===== config.mk =====
export PLATFORM = sky130hd
export DESIGN_NAME = uart_rx
export DESIGN_NICKNAME = d
export VERILOG_FILES = /design/src/rtl/uart_rx.sv
export SDC_FILE = /design/constraint.sdc
export NUM_CORES = 1
export LEC_CHECK = 0
export BUFFER_PORTS_ARGS = -buffer_cell sky130_fd_sc_hd__buf_2
export CAP_MARGIN = 20
export CORE_MARGIN = 4
export CORE_UTILIZATION = 35
export DETAILED_ROUTE_END_ITERATION = 6
export SLEW_MARGIN = 20
export SYNTH_ARGS = -nofsm -noshare
export SYNTH_HDL_FRONTEND = slang
export SYNTH_SLANG_ARGS = --single-unit

===== constraint.sdc =====
create_clock -name in_clk -period 1.8 [get_ports in_clk]
set_input_delay 0.36 -clock in_clk [delete_from_list [all_inputs] [get_ports in_clk]]
set_output_delay 0.36 -clock in_clk [all_outputs]
set_load 0.02 [all_outputs]

===== src/rtl/uart_rx.sv =====
// uart_rx: receiver for the 6-bit tester UART link.
// Frame on the line: start(0), pad1(0), pad0(0), d5..d0 (MSB first), stop(1).
// The payload is presented on out_data together with a one-cycle out_valid strobe.
// Malformed frames produce a one-cycle out_frame_err strobe instead.
// Handshake: there is no back-pressure. out_valid and out_frame_err are
// single-cycle, mutually exclusive strobes. out_data is stable from the
// out_valid cycle until the next good frame.
// out_state exposes the FSM state for debug and checker binding.
module uart_rx #(
   parameter int CLKS_PER_BIT = 244,
   parameter int CNT_SIZE     = 8
) (
   input  logic       in_clk,
   input  logic       in_rst,
   input  logic       in_rx,
   output logic [5:0] out_data,
   output logic       out_valid,
   output logic       out_frame_err,
   output logic       out_busy,
   output logic [2:0] out_state
);

   localparam logic [2:0] ST_IDLE  = 3'd0;
   localparam logic [2:0] ST_START = 3'd1;
   localparam logic [2:0] ST_DATA  = 3'd2;
   localparam logic [2:0] ST_STOP  = 3'd3;
   localparam logic [2:0] ST_DONE  = 3'd4;
   localparam logic [2:0] ST_BREAK = 3'd5;

   // Terminal counts: the start bit is sampled at its midpoint.
   // Every later bit is sampled one full bit period after the previous sample.
   localparam logic [CNT_SIZE-1:0] HALF_LAST = CNT_SIZE'(CLKS_PER_BIT / 2 - 1);
   localparam logic [CNT_SIZE-1:0] BIT_LAST  = CNT_SIZE'(CLKS_PER_BIT - 1);
   localparam logic [CNT_SIZE-1:0] CNT_ONE   = CNT_SIZE'(1);

   logic [1:0]          sync_q;
   logic                rx_s;
   logic [2:0]          state;
   logic [CNT_SIZE-1:0] tick_cnt;
   logic [2:0]          bit_idx;
   logic [7:0]          shift_q;
   logic                stop_bit;

   assign rx_s      = sync_q[1];
   assign out_state = state;

   // Two-flop synchronizer for the asynchronous serial line, idling high.
   always_ff @(posedge in_clk or posedge in_rst) begin
      if (in_rst) begin
         sync_q <= 2'b11;
      end else begin
         sync_q <= {sync_q[0], in_rx};
      end
   end

   // Frame FSM: bit timing, sampling, frame check and output strobes.
   always_ff @(posedge in_clk or posedge in_rst) begin
      if (in_rst) begin
         state         <= ST_IDLE;
         tick_cnt      <= '0;
         bit_idx       <= '0;
         shift_q       <= '0;
         stop_bit      <= 1'b0;
         out_data      <= '0;
         out_valid     <= 1'b0;
         out_frame_err <= 1'b0;
         out_busy      <= 1'b0;
      end else begin
         out_valid     <= 1'b0;
         out_frame_err <= 1'b0;
         // Busy is registered from the current state.
         // It therefore drops in the same cycle as the DONE strobe.
         out_busy      <= (state == ST_START) || (state == ST_DATA) || (state == ST_STOP);
         case (state)
            ST_IDLE: begin
               if (!rx_s) begin
                  state    <= ST_START;
                  tick_cnt <= '0;
               end
            end
            ST_START: begin
               if (tick_cnt == HALF_LAST) begin
                  if (rx_s) begin
                     // The line went high again before mid start bit.
                     // Treat this as a glitch and drop it silently.
                     state <= ST_IDLE;
                  end else begin
                     tick_cnt <= '0;
                     bit_idx  <= '0;
                     state    <= ST_DATA;
                  end
               end else begin
                  tick_cnt <= tick_cnt + CNT_ONE;
               end
            end
            ST_DATA: begin
               if (tick_cnt == BIT_LAST) begin
                  shift_q  <= {shift_q[6:0], rx_s};
                  tick_cnt <= '0;
                  bit_idx  <= bit_idx + 3'd1;
                  if (bit_idx == 3'd7) begin
                     state <= ST_STOP;
                  end
               end else begin
                  tick_cnt <= tick_cnt + CNT_ONE;
               end
            end
            ST_STOP: begin
               if (tick_cnt == BIT_LAST) begin
                  stop_bit <= rx_s;
                  tick_cnt <= '0;
                  state    <= ST_DONE;
               end else begin
                  tick_cnt <= tick_cnt + CNT_ONE;
               end
            end
            ST_DONE: begin
               // shift_q holds {pad1, pad0, d5..d0}.
               if (stop_bit && (shift_q[7:6] == 2'b00)) begin
                  out_data  <= shift_q[5:0];
                  out_valid <= 1'b1;
               end else begin
                  out_frame_err <= 1'b1;
               end
               state <= stop_bit ? ST_IDLE : ST_BREAK;
            end
            ST_BREAK: begin
               // A line held low must not look like a new start bit.
               if (rx_s) begin
                  state <= ST_IDLE;
               end
            end
            default: state <= ST_IDLE;
         endcase
      end
   end

endmodule


==> summary.txt <==
Clocking
  • Clk Latency, worst-skew pair: 0.29 ns
  • H-tree lvl count: 2
  • # clock sinks: 34
  • Clock Tree Buf Depth: 2
  • CTS tree: yes
  • Clock transition at path regs: 0.07 ns
  • Num CTS Buffers: 5
  • Clock root cell: clkbuf_8

Worst setup path
  • Critical setup path kind: reg2reg
  • CP Data Arrival Time: 2.03 ns
  • CP startpoint kind: flop
  • Critical Path End Type: flop
  • CP required: 1.97 ns
  • Largest fanout on the critical path: 4

Synth
  • #FFs+latches synth: 34
  • Yosys warnings: 0
  • Post-synth EDFFs: 0
  • Ys flop type: dfrtp_1
  • Synth Instances: 148
  • Adder-cell share of the synthesized area: 3.67%
  • Async set-reset flop share out of synthesis: 100%
  • Syn Std Cell Area: 0.00170 mm^2
  • Post-Syn Nets: 156
  • Netlist cell types: 37
  • Compound-Gate Fraction of Synth Area: 15.7%
  • Post-synthesis mux area share: 12.9%
  • Synth Area in XOR/XNOR: 0.514%
  • Syn_area_per_cell: 11.5 um^2
  • Post-synthesis simple-gate area fraction: 12.0%
  • Largest family of logic cells by synthesized area: compound AO/OA/AOI/OAI gates
  • Share of the yosys chip area belonging to registers: 50.1%

Placement
  • Buffers added on ports: 14
  • Place WS: -0.160 ns
  • Dpl hpwl: 2620 um
  • GP Congestion: 0.846

STA
  • Setup violators final: 13
  • Slew @ Worst Pin: 0.586 ns
  • Final min period: 1.86 ns
  • Final Max Slew Viols: 0
  • F_max: 538 MHz
  • Worst Skew: 0.00792 ns
  • Setup ws final: -0.0589 ns
  • Min Hold Slack: 0.151 ns
  • Final hold violation count: 0
  • Unrepaired setup endpoints after global routing: yes
  • Slew headroom: 61.0%
  • Final Cycle Share: 103%

Route
  • DR WL/cell: 14.9 um
  • Iteration-0 DRC count of the detailed router: 162
  • Via-to-Cell Ratio: 5.20
  • TritonRoute pass-1 iters: 4
  • ANT nets after route: 0
  • Final WL: 3810 um
  • DRC: 0
  • Total number of vias: 1326

Power and ir drop
  • Pleak: 0.00104 uW
  • PwrDens: 601 mW/mm^2
  • Pwr Total: 1320 uW
  • VDD IR-drop max: 254 uV

GRT
  • Largest net degree at the start of global routing: 35
  • Global route hottest layer: met2
  • M1 GR Usage: 16.3%
  • Number of global-route vias before repair: 1397
  • Initial antenna violation count: 0
  • Global Route met2 Usage: 24.0%
  • First-pass GRT wire length: 6710 um
  • Met3 Use GR: 3.25%
  • Grt total ovfl: 0
  • GRT Util Overall: 14.1%

Run status
  • Failing checks: setup timing
  • Status: complete, but fails checks

Flow run
  • MaxCap Viol Count: 0

Floorplan
  • Row count: 25
  • DIE AREA: 0.00605 mm^2
  • Core area: 0.00472 mm^2
  • Die Span Y: 77.8 um
  • Die Wd: 77.8 um
  • I/O Pins: 15
  • Starting density of the core: 36.1%

Hold path
  • Class of the worst hold path: in2async

Finish
  • Area growth from synthesis to layout: 29.5%
  • Share of layout cells above drive strength 1: 42.6%
  • Layout net count: 196
  • Antenna cells: 0
routing by layer:
| metal | wire [um] | vias up | share of wire (%) |
|---|---|---|---|
| li1 | - | 631 | - |
| met1 | 1650 | 650 | 43 |
| met2 | 1910 | 34 | 50 |
| met3 | 124 | 11 | 3.3 |
| met4 | 129 | 0 | 3.4 |
| met5 | 0 | - | 0 |
logic make-up (layout without fill, tap and decap cells):
logic type,count (synthesis),count (layout)
compound gates,37,37
xor+xnor,1,1
fa+ha+maj,5,5
buf+inv,20,60
flops,34,34
mux,18,18
simple gates,33,33
layout by cell type (no fill, tap or decap), types with 2 or more instances in the layout:
cell and instances:
o21ai_0 2, nand2_1 2, o22ai_1 2, nor3b_1 2, inv_1 12, ha_1 3
clkbuf_8 5, mux2_4 7, nand2b_1 2, buf_4 24, nor2_4 2, nor2_1 5
a21oi_1 4, a22o_1 2, buf_2 14, o211ai_1 5, a211o_1 5, mux2_2 10
o21ai_1 2, dfstp_2 2, clkinv_2 2, and3_1 3, dfrtp_1 32, o2111ai_1 7
nand3_1 9, o21ai_4 2
stage by stage:
| stage | utilization, % | TNS [ns] | instances | instance area (um^2) |
|---|---|---|---|---|
| 5_1_grt | 46.7 | -1.76 | 255 | 2200 |
| 2_1_floorplan | - | -0.494 | 148 | 1710 |
| 4_1_cts | 46.4 | -0.204 | 254 | 2190 |
| 3_3_place_gp | 42.0 | -0.817 | 243 | 1980 |
| 6_report | 46.7 | -0.534 | 255 | 2200 |
| 3_5_place_dp | 42.0 | -2.16 | 243 | 1980 |
power by group:
group	internal [uW]	total, uW	switching [uW]
registers	768	772	3.50
logic	6.06	23.1	17.1
clock network	259	530	270
critical path, stage by stage, from the launching register on:
cell and delay (ns):
dfrtp_1 0.42, ha_2 0.21, and4bb_2 0.29, nand3_4 0.09, buf_6 0.15, nor3_2 0.10, buf_4 0.16, mux2_2 0.32
cell type report:
type / count / area [um^2]
clock buffer: 5 / 68.8
multi-input combinational: 94 / 863
clock inverter: 2 / 10.0
fill: 415 / 2520
tap: 67 / 83.8
inverter: 13 / 48.8
sequential: 34 / 853
timing repair buffer: 40 / 277
synthesized netlist by cell type (3+ instances only):
library cell,instances,share of area [%]
clkbuf_1,4,0.88
and3_1,3,1.1
o21ai_0,5,1.5
ha_1,5,3.7
a211o_1,5,2.6
o211ai_1,5,2.2
nand3_1,9,2.6
a21oi_1,4,1.2
nor2_1,7,1.5
dfrtp_1,32,47
mux2_4,5,4.4
inv_1,13,2.9
o2111ai_1,7,3.6
mux2_2,12,7.9
state kept, by name, summed over array words and instances (netlist names):
| signal | count |
|---|---|
| bit_idx | 3 |
| tick_cnt | 8 |
| shift_q | 8 |
| out_frame_err | 1 |
| out_valid | 1 |
| sync_q | 2 |
| out_busy | 1 |
| out_data | 6 |
| out_state | 3 |
| stop_bit | 1 |
timing repair:
action | in CTS | in global routing
pin swaps | 6 | 7
gates resized for setup | 22 | 3
setup buffers | 4 | 1
hold buffers | 0 | 0
setup endpoints to repair | 21 | 22
path summary, 6_finish.rpt:
check                                         from                       to  slack [ns]  cells after the start
setup / recovery           tick_cnt[1]$_DFFE_PP0P_   shift_q[7]$_DFFE_PP0P_       -0.06                      7
hold reg to reg                sync_q[0]$_DFF_PP1_      sync_q[1]$_DFF_PP1_        0.36                      0
max in group asynchronous                   in_rst      sync_q[1]$_DFF_PP1_        1.31                      3
min in group in_clk                          in_rx      sync_q[0]$_DFF_PP1_        0.17                      1
hold / removal                              in_rst  tick_cnt[1]$_DFFE_PP0P_        0.15                      3
setup reg to reg           tick_cnt[1]$_DFFE_PP0P_   shift_q[7]$_DFFE_PP0P_       -0.06                      7
Power figures use the tool's default switching activity.
